<file path="src/rtl/udp_payload_packetizer.sv">
// Packs return-FIFO bytes into frames of 4-byte records and flushes idle frames with a 4-byte 0x00 NOP record.
// Macro PKTZ_SEQ_HDR_EN (optional) prefixes each frame with a big-endian 32-bit sequence number.
module udp_payload_packetizer #(
  parameter int MAX_PAYLOAD  = 64,
  parameter int IDLE_TIMEOUT = 250
) (
  input  logic        clk,
  input  logic        rst,
  input  logic [7:0]  fifo_tdata,
  input  logic        fifo_tvalid,
  output logic        fifo_rd_en,
  output logic [7:0]  m_axis_tdata,
  output logic        m_axis_tvalid,
  output logic        m_axis_tlast,
  input  logic        m_axis_tready,
  output logic [15:0] frame_count
);

  localparam int CW = $clog2(MAX_PAYLOAD + 1);
  localparam int IW = $clog2(IDLE_TIMEOUT + 1);
  localparam logic [CW-1:0] CNT_MAX   = CW'(MAX_PAYLOAD);
  localparam logic [CW-1:0] CNT_LAST  = CW'(MAX_PAYLOAD - 1);
  localparam logic [IW-1:0] IDLE_LAST = IW'(IDLE_TIMEOUT - 1);

`ifdef PKTZ_SEQ_HDR_EN
  typedef enum logic [1:0] {IDLE, HDR, DATA, PAD} state_t;
`else
  typedef enum logic [1:0] {IDLE, DATA, PAD} state_t;
`endif

  state_t        state, state_nxt;
  logic [CW-1:0] data_cnt, data_cnt_nxt;
  logic [IW-1:0] idle_cnt, idle_cnt_nxt;
  logic [2:0]    sub_cnt, sub_cnt_nxt;
  logic          pop, ld_vld, ld_last;
  logic [7:0]    ld_dat;
  logic          load, last_fire;

`ifdef PKTZ_SEQ_HDR_EN
  logic [31:0] seq_num;
  logic [31:0] hdr_word;
  assign hdr_word = seq_num << {sub_cnt[1:0], 3'b000};
`endif

  assign load       = !m_axis_tvalid || m_axis_tready;
  assign last_fire  = m_axis_tvalid && m_axis_tready && m_axis_tlast;
  assign fifo_rd_en = pop && !rst;

  always_comb begin
    state_nxt    = state;
    data_cnt_nxt = data_cnt;
    idle_cnt_nxt = idle_cnt;
    sub_cnt_nxt  = sub_cnt;
    pop          = 1'b0;
    ld_vld       = 1'b0;
    ld_dat       = 8'h00;
    ld_last      = 1'b0;
    case (state)
      IDLE: begin
        if (fifo_tvalid) begin
          data_cnt_nxt = '0;
          idle_cnt_nxt = '0;
          sub_cnt_nxt  = '0;
`ifdef PKTZ_SEQ_HDR_EN
          state_nxt = HDR;
`else
          state_nxt = DATA;
`endif
        end
      end
`ifdef PKTZ_SEQ_HDR_EN
      HDR: begin
        // sub_cnt==4 with load set means the 4th header byte has been taken
        if (load) begin
          if (sub_cnt == 3'd4) begin
            state_nxt   = DATA;
            sub_cnt_nxt = '0;
          end else begin
            ld_vld      = 1'b1;
            ld_dat      = hdr_word[31:24];
            sub_cnt_nxt = sub_cnt + 3'd1;
          end
        end
      end
`endif
      DATA: begin
        if (last_fire) begin
          state_nxt = IDLE;
        end else if (fifo_tvalid && load && data_cnt < CNT_MAX) begin
          pop          = 1'b1;
          ld_vld       = 1'b1;
          ld_dat       = fifo_tdata;
          ld_last      = (data_cnt == CNT_LAST);
          data_cnt_nxt = data_cnt + CW'(1);
          idle_cnt_nxt = '0;
        end else if (!fifo_tvalid && data_cnt != '0 && data_cnt[1:0] == 2'b00
                     && data_cnt < CNT_MAX) begin
          // only whole records may be closed by the timeout
          if (idle_cnt == IDLE_LAST) begin
            state_nxt    = PAD;
            idle_cnt_nxt = '0;
            sub_cnt_nxt  = '0;
          end else begin
            idle_cnt_nxt = idle_cnt + IW'(1);
          end
        end
      end
      PAD: begin
        if (last_fire) begin
          state_nxt = IDLE;
        end else if (load && sub_cnt < 3'd4) begin
          ld_vld      = 1'b1;
          ld_last     = (sub_cnt == 3'd3);
          sub_cnt_nxt = sub_cnt + 3'd1;
        end
      end
      default: state_nxt = IDLE;
    endcase
  end

  always_ff @(posedge clk) begin
    if (rst) begin
      state         <= IDLE;
      data_cnt      <= '0;
      idle_cnt      <= '0;
      sub_cnt       <= '0;
      m_axis_tvalid <= 1'b0;
      m_axis_tlast  <= 1'b0;
      m_axis_tdata  <= 8'h00;
      frame_count   <= 16'h0000;
`ifdef PKTZ_SEQ_HDR_EN
      seq_num       <= 32'h0;
`endif
    end else begin
      state    <= state_nxt;
      data_cnt <= data_cnt_nxt;
      idle_cnt <= idle_cnt_nxt;
      sub_cnt  <= sub_cnt_nxt;
      if (load) begin
        m_axis_tvalid <= ld_vld;
        m_axis_tdata  <= ld_dat;
        m_axis_tlast  <= ld_last;
      end
      if (last_fire) begin
        frame_count <= frame_count + 16'd1;
`ifdef PKTZ_SEQ_HDR_EN
        seq_num     <= seq_num + 32'd1;
`endif
      end
    end
  end

endmodule

</file>
<file path="config.mk">
export PLATFORM = sky130hd
export DESIGN_NAME = udp_payload_packetizer
export DESIGN_NICKNAME = d
export VERILOG_FILES = /design/src/rtl/udp_payload_packetizer.sv
export SDC_FILE = /design/constraint.sdc
export NUM_CORES = 1
export LEC_CHECK = 0
export BUFFER_PORTS_ARGS = -buffer_cell sky130_fd_sc_hd__buf_2
export CORE_MARGIN = 5
export CORE_UTILIZATION = 30
export DETAILED_ROUTE_END_ITERATION = 8
export GPL_ROUTABILITY_DRIVEN = 1
export PLACE_DENSITY = 0.54
export SETUP_SLACK_MARGIN = 0.2
export SYNTH_ARGS = -nofsm -noshare
export SYNTH_HDL_FRONTEND = slang
export SYNTH_SLANG_ARGS = --single-unit
</file>
<file path="constraint.sdc">
create_clock -name clk -period 5.1 [get_ports clk]
set_input_delay 0.255 -clock clk [delete_from_list [all_inputs] [get_ports clk]]
set_output_delay 0.255 -clock clk [all_outputs]
set_load 0.005 [all_outputs]
</file>
==> impl_metrics.py <==
metrics = {
    "final_layout": {
        "final_common_cell": "dfxtp_1",
        "fillCellCount": 846,
        "design_area_mm2": 0.00281,
        "syn2layout_area_growth_pct": 15.7,
        "ff_latch_area_um2": 921,
        "final_cell_mix": "dfxtp_1 (46), buf_2 (38), inv_1 (17), nor2_1 (17), nand3_1 (12)",
        "final_cell_count_no_fill": 405,
        "drive_above_1_share_pct": 18.8,
        "n_antenna_cell": 0,
        "utilization_pct": 36.0,
        "multi_input_area_mm2": 0.00140,
        "layout.nets": 325,
    },
    "setup_path": {
        "rr_startpoint": "state[1]",
        "crit_path_end_kind": "primary output",
        "rrSetupSlack_ps": 2670,
        "cp.required_ps": 4850,
        "cp.arrival_ps": 2680,
        "r2r-end": "m_axis_tdata[6]",
        "critPathKind": "flop to primary output",
        "cp_max_fo": 9,
        "reg2regPathDepth": 6,
        "startpoint_type": "flop",
    },
    "logic_synthesis": {
        "synth_nets": 291,
        "avgSynthCellArea_um2": 9.05,
        "synth_flop_cell": "dfxtp_1",
        "async_flop_share_pct": 0,
        "ys_types": 50,
        "synth_edf_count": 0,
        "synthesis.area_mm2": 0.00243,
        "seq_area_frac_synth_pct": 38.0,
        "netlist_instances": 268,
        "synth.ff_latch_count": 46,
        "synth_warnings": 0,
    },
    "clocking": {
        "cts_setup_buffers": 0,
        "ctsHoldBuffers": 0,
        "tritoncts": "done",
        "clk_pin_slew_ps": 90,
        "cts_resized": 0,
        "ctsLongestPathBuffers": 2,
        "insertion_delay_ps": 300,
        "cts_buffers": 5,
        "cts_max_level": 2,
        "root_buffer": "clkbuf_8",
        "clock_sinks": 46,
    },
    "timing": {
        "finalSetupViolations": 0,
        "fin_worst_skew_ps": 8.91,
        "layout_min_cycle_time_ps": 2930,
        "hold_violations": 0,
        "worst_slew_pin_slew_ps": 885,
        "rsz0062_at_grt": "false",
        "slew_headroom_pct": 41.0,
        "worst_hold_slack_ps": 165,
        "drv_slew": 0,
        "setup_tns_ps": 0,
        "timing.fmax_mhz": 341,
        "fin_crit_sh_pct": 57.5,
    },
    "drt": {
        "dr.pass1.iters": 4,
        "ant_nets": 0,
        "avgRoutedWirePerCell_um": 13.5,
        "drcViolationCount": 0,
        "drtIter0Drc": 115,
        "routed_wl_um": 5480,
        "drt-vias-per-instance": 5.06,
        "num_vias": 2048,
    },
    "flow_run": {
        "maxCapViolCount": 0,
    },
    "worst_hold_path": {
        "min_to": "m_axis_tdata[2]",
        "min-delay-path-class": "primary input to flop",
        "hold_depth": 2,
        "worstHoldStart": "fifo_tdata[2]",
    },
    "placement": {
        "place_area_mm2": 0.00270,
        "gp_congestion": 0.753,
        "numPortBuffers": 38,
        "hpwl_um": 4000,
        "placedCellCount": 397,
    },
    "global_routing": {
        "antenna_found_initial": 0,
        "grt_first_pass_wirelength_um": 9370,
        "grt_usage_pct": 11.5,
        "grt_max_degree": 54,
        "grt_remaining_overflow": 0,
        "grt_pass1_vias": 1901,
    },
    "floorplan": {
        "die_y_um": 99.9,
        "start_util_pct": 31.1,
        "fp-row-count": 32,
        "die-area_mm2": 0.00999,
        "coreArea_mm2": 0.00781,
        "die_x_um": 99.9,
        "io_pins": 39,
    },
    "power_and_ir_drop": {
        "p_leak_nw": 1.08,
        "ir_worst_vdd_v": 0.000113,
        "power_per_cell_area_mw_per_mm2": 318,
    },
    "run_status": {
        "status": "finished, final reports clean",
    },
}
## cells in the mapped netlist (6+ instances only)
library cell | count | area (um^2)
mux2i_1 | 6 | 60.1
and3_1 | 6 | 37.5
dfxtp_1 | 46 | 921
o21ai_0 | 7 | 35.0
a21oi_1 | 11 | 55.1
a22o_1 | 8 | 70.1
clkbuf_1 | 6 | 22.5
nand2_1 | 11 | 41.3
nor2_1 | 17 | 63.8
o32ai_1 | 6 | 52.6
ha_1 | 11 | 138
nand2b_1 | 10 | 62.6
or3_1 | 9 | 56.3
nand3_1 | 12 | 60.1
nand4_1 | 9 | 56.3
a211oi_1 | 7 | 52.6
inv_1 | 17 | 63.8
## area by class of cell
cell class,instances,area share (%)
inverter,17,2.27
timing repair buffer,38,6.77
multi-input combinational,194,49.7
clock buffer,6,2.58
tap,102,4.55
clock inverter,2,1.34
sequential,46,32.8
## flip-flops by register name (all words and copies together), names as in the netlist
name	flops
sub_cnt	3
data_cnt	7
m_axis_tvalid	1
idle_cnt	8
frame_count	16
m_axis_tlast	1
m_axis_tdata	8
state	2
## kinds of logic after synthesis
family	Yosys count	share of synthesized area, %
simple gates	104	24.8
compound gates	63	21.0
flops	46	38.0
buf+inv	28	4.54
fa+ha+maj	11	5.67
xor+xnor	10	3.61
mux	6	2.48
## through the flow
| step | setup slack (ps) | total power, mW |
|---|---|---|
| global placement | 2570 | 0.628 |
| detailed placement | 2450 | 0.630 |
| global route | 1870 | 0.948 |
| finish | 2170 | 0.892 |
| floorplan | 3180 | 0.574 |
| CTS | 2090 | 0.904 |
## layer usage
layer / global-route usage [%] / routed length [um] / up-vias
li1: - / - / 1058
met5: 0 / 0 / -
met2: 17.7 / 2470 / 37
met3: 2.57 / 289 / 4
met1: 15.8 / 2670 / 949
met4: 3.78 / 59 / 0
## critical path: stages, from the launching register on
cell	delay [ps]
dfxtp_1	340
inv_1	90
ha_1	330
inv_1	240
a2111oi_2	590
nor2b_1	560
buf_2	220
## power by group
part           leakage [nW]  internal, mW  switching, mW
logic                 0.662        0.0883          0.146
clock network        0.0514         0.146          0.126
registers             0.371         0.372         0.0131
## worst max-delay path by stage
stage	slack, ps	cells after the start	to	startpoint
after CTS	2090	6	fifo_rd_en	state[1]
after detailed placement	2450	6	fifo_rd_en	state[1]
after floorplan	3180	7	fifo_rd_en	state[1]
after global routing	1870	6	fifo_rd_en	state[1]
after global placement	2570	6	fifo_rd_en	state[1]
final	2170	6	fifo_rd_en	state[1]
Power figures use the tool's default switching activity.
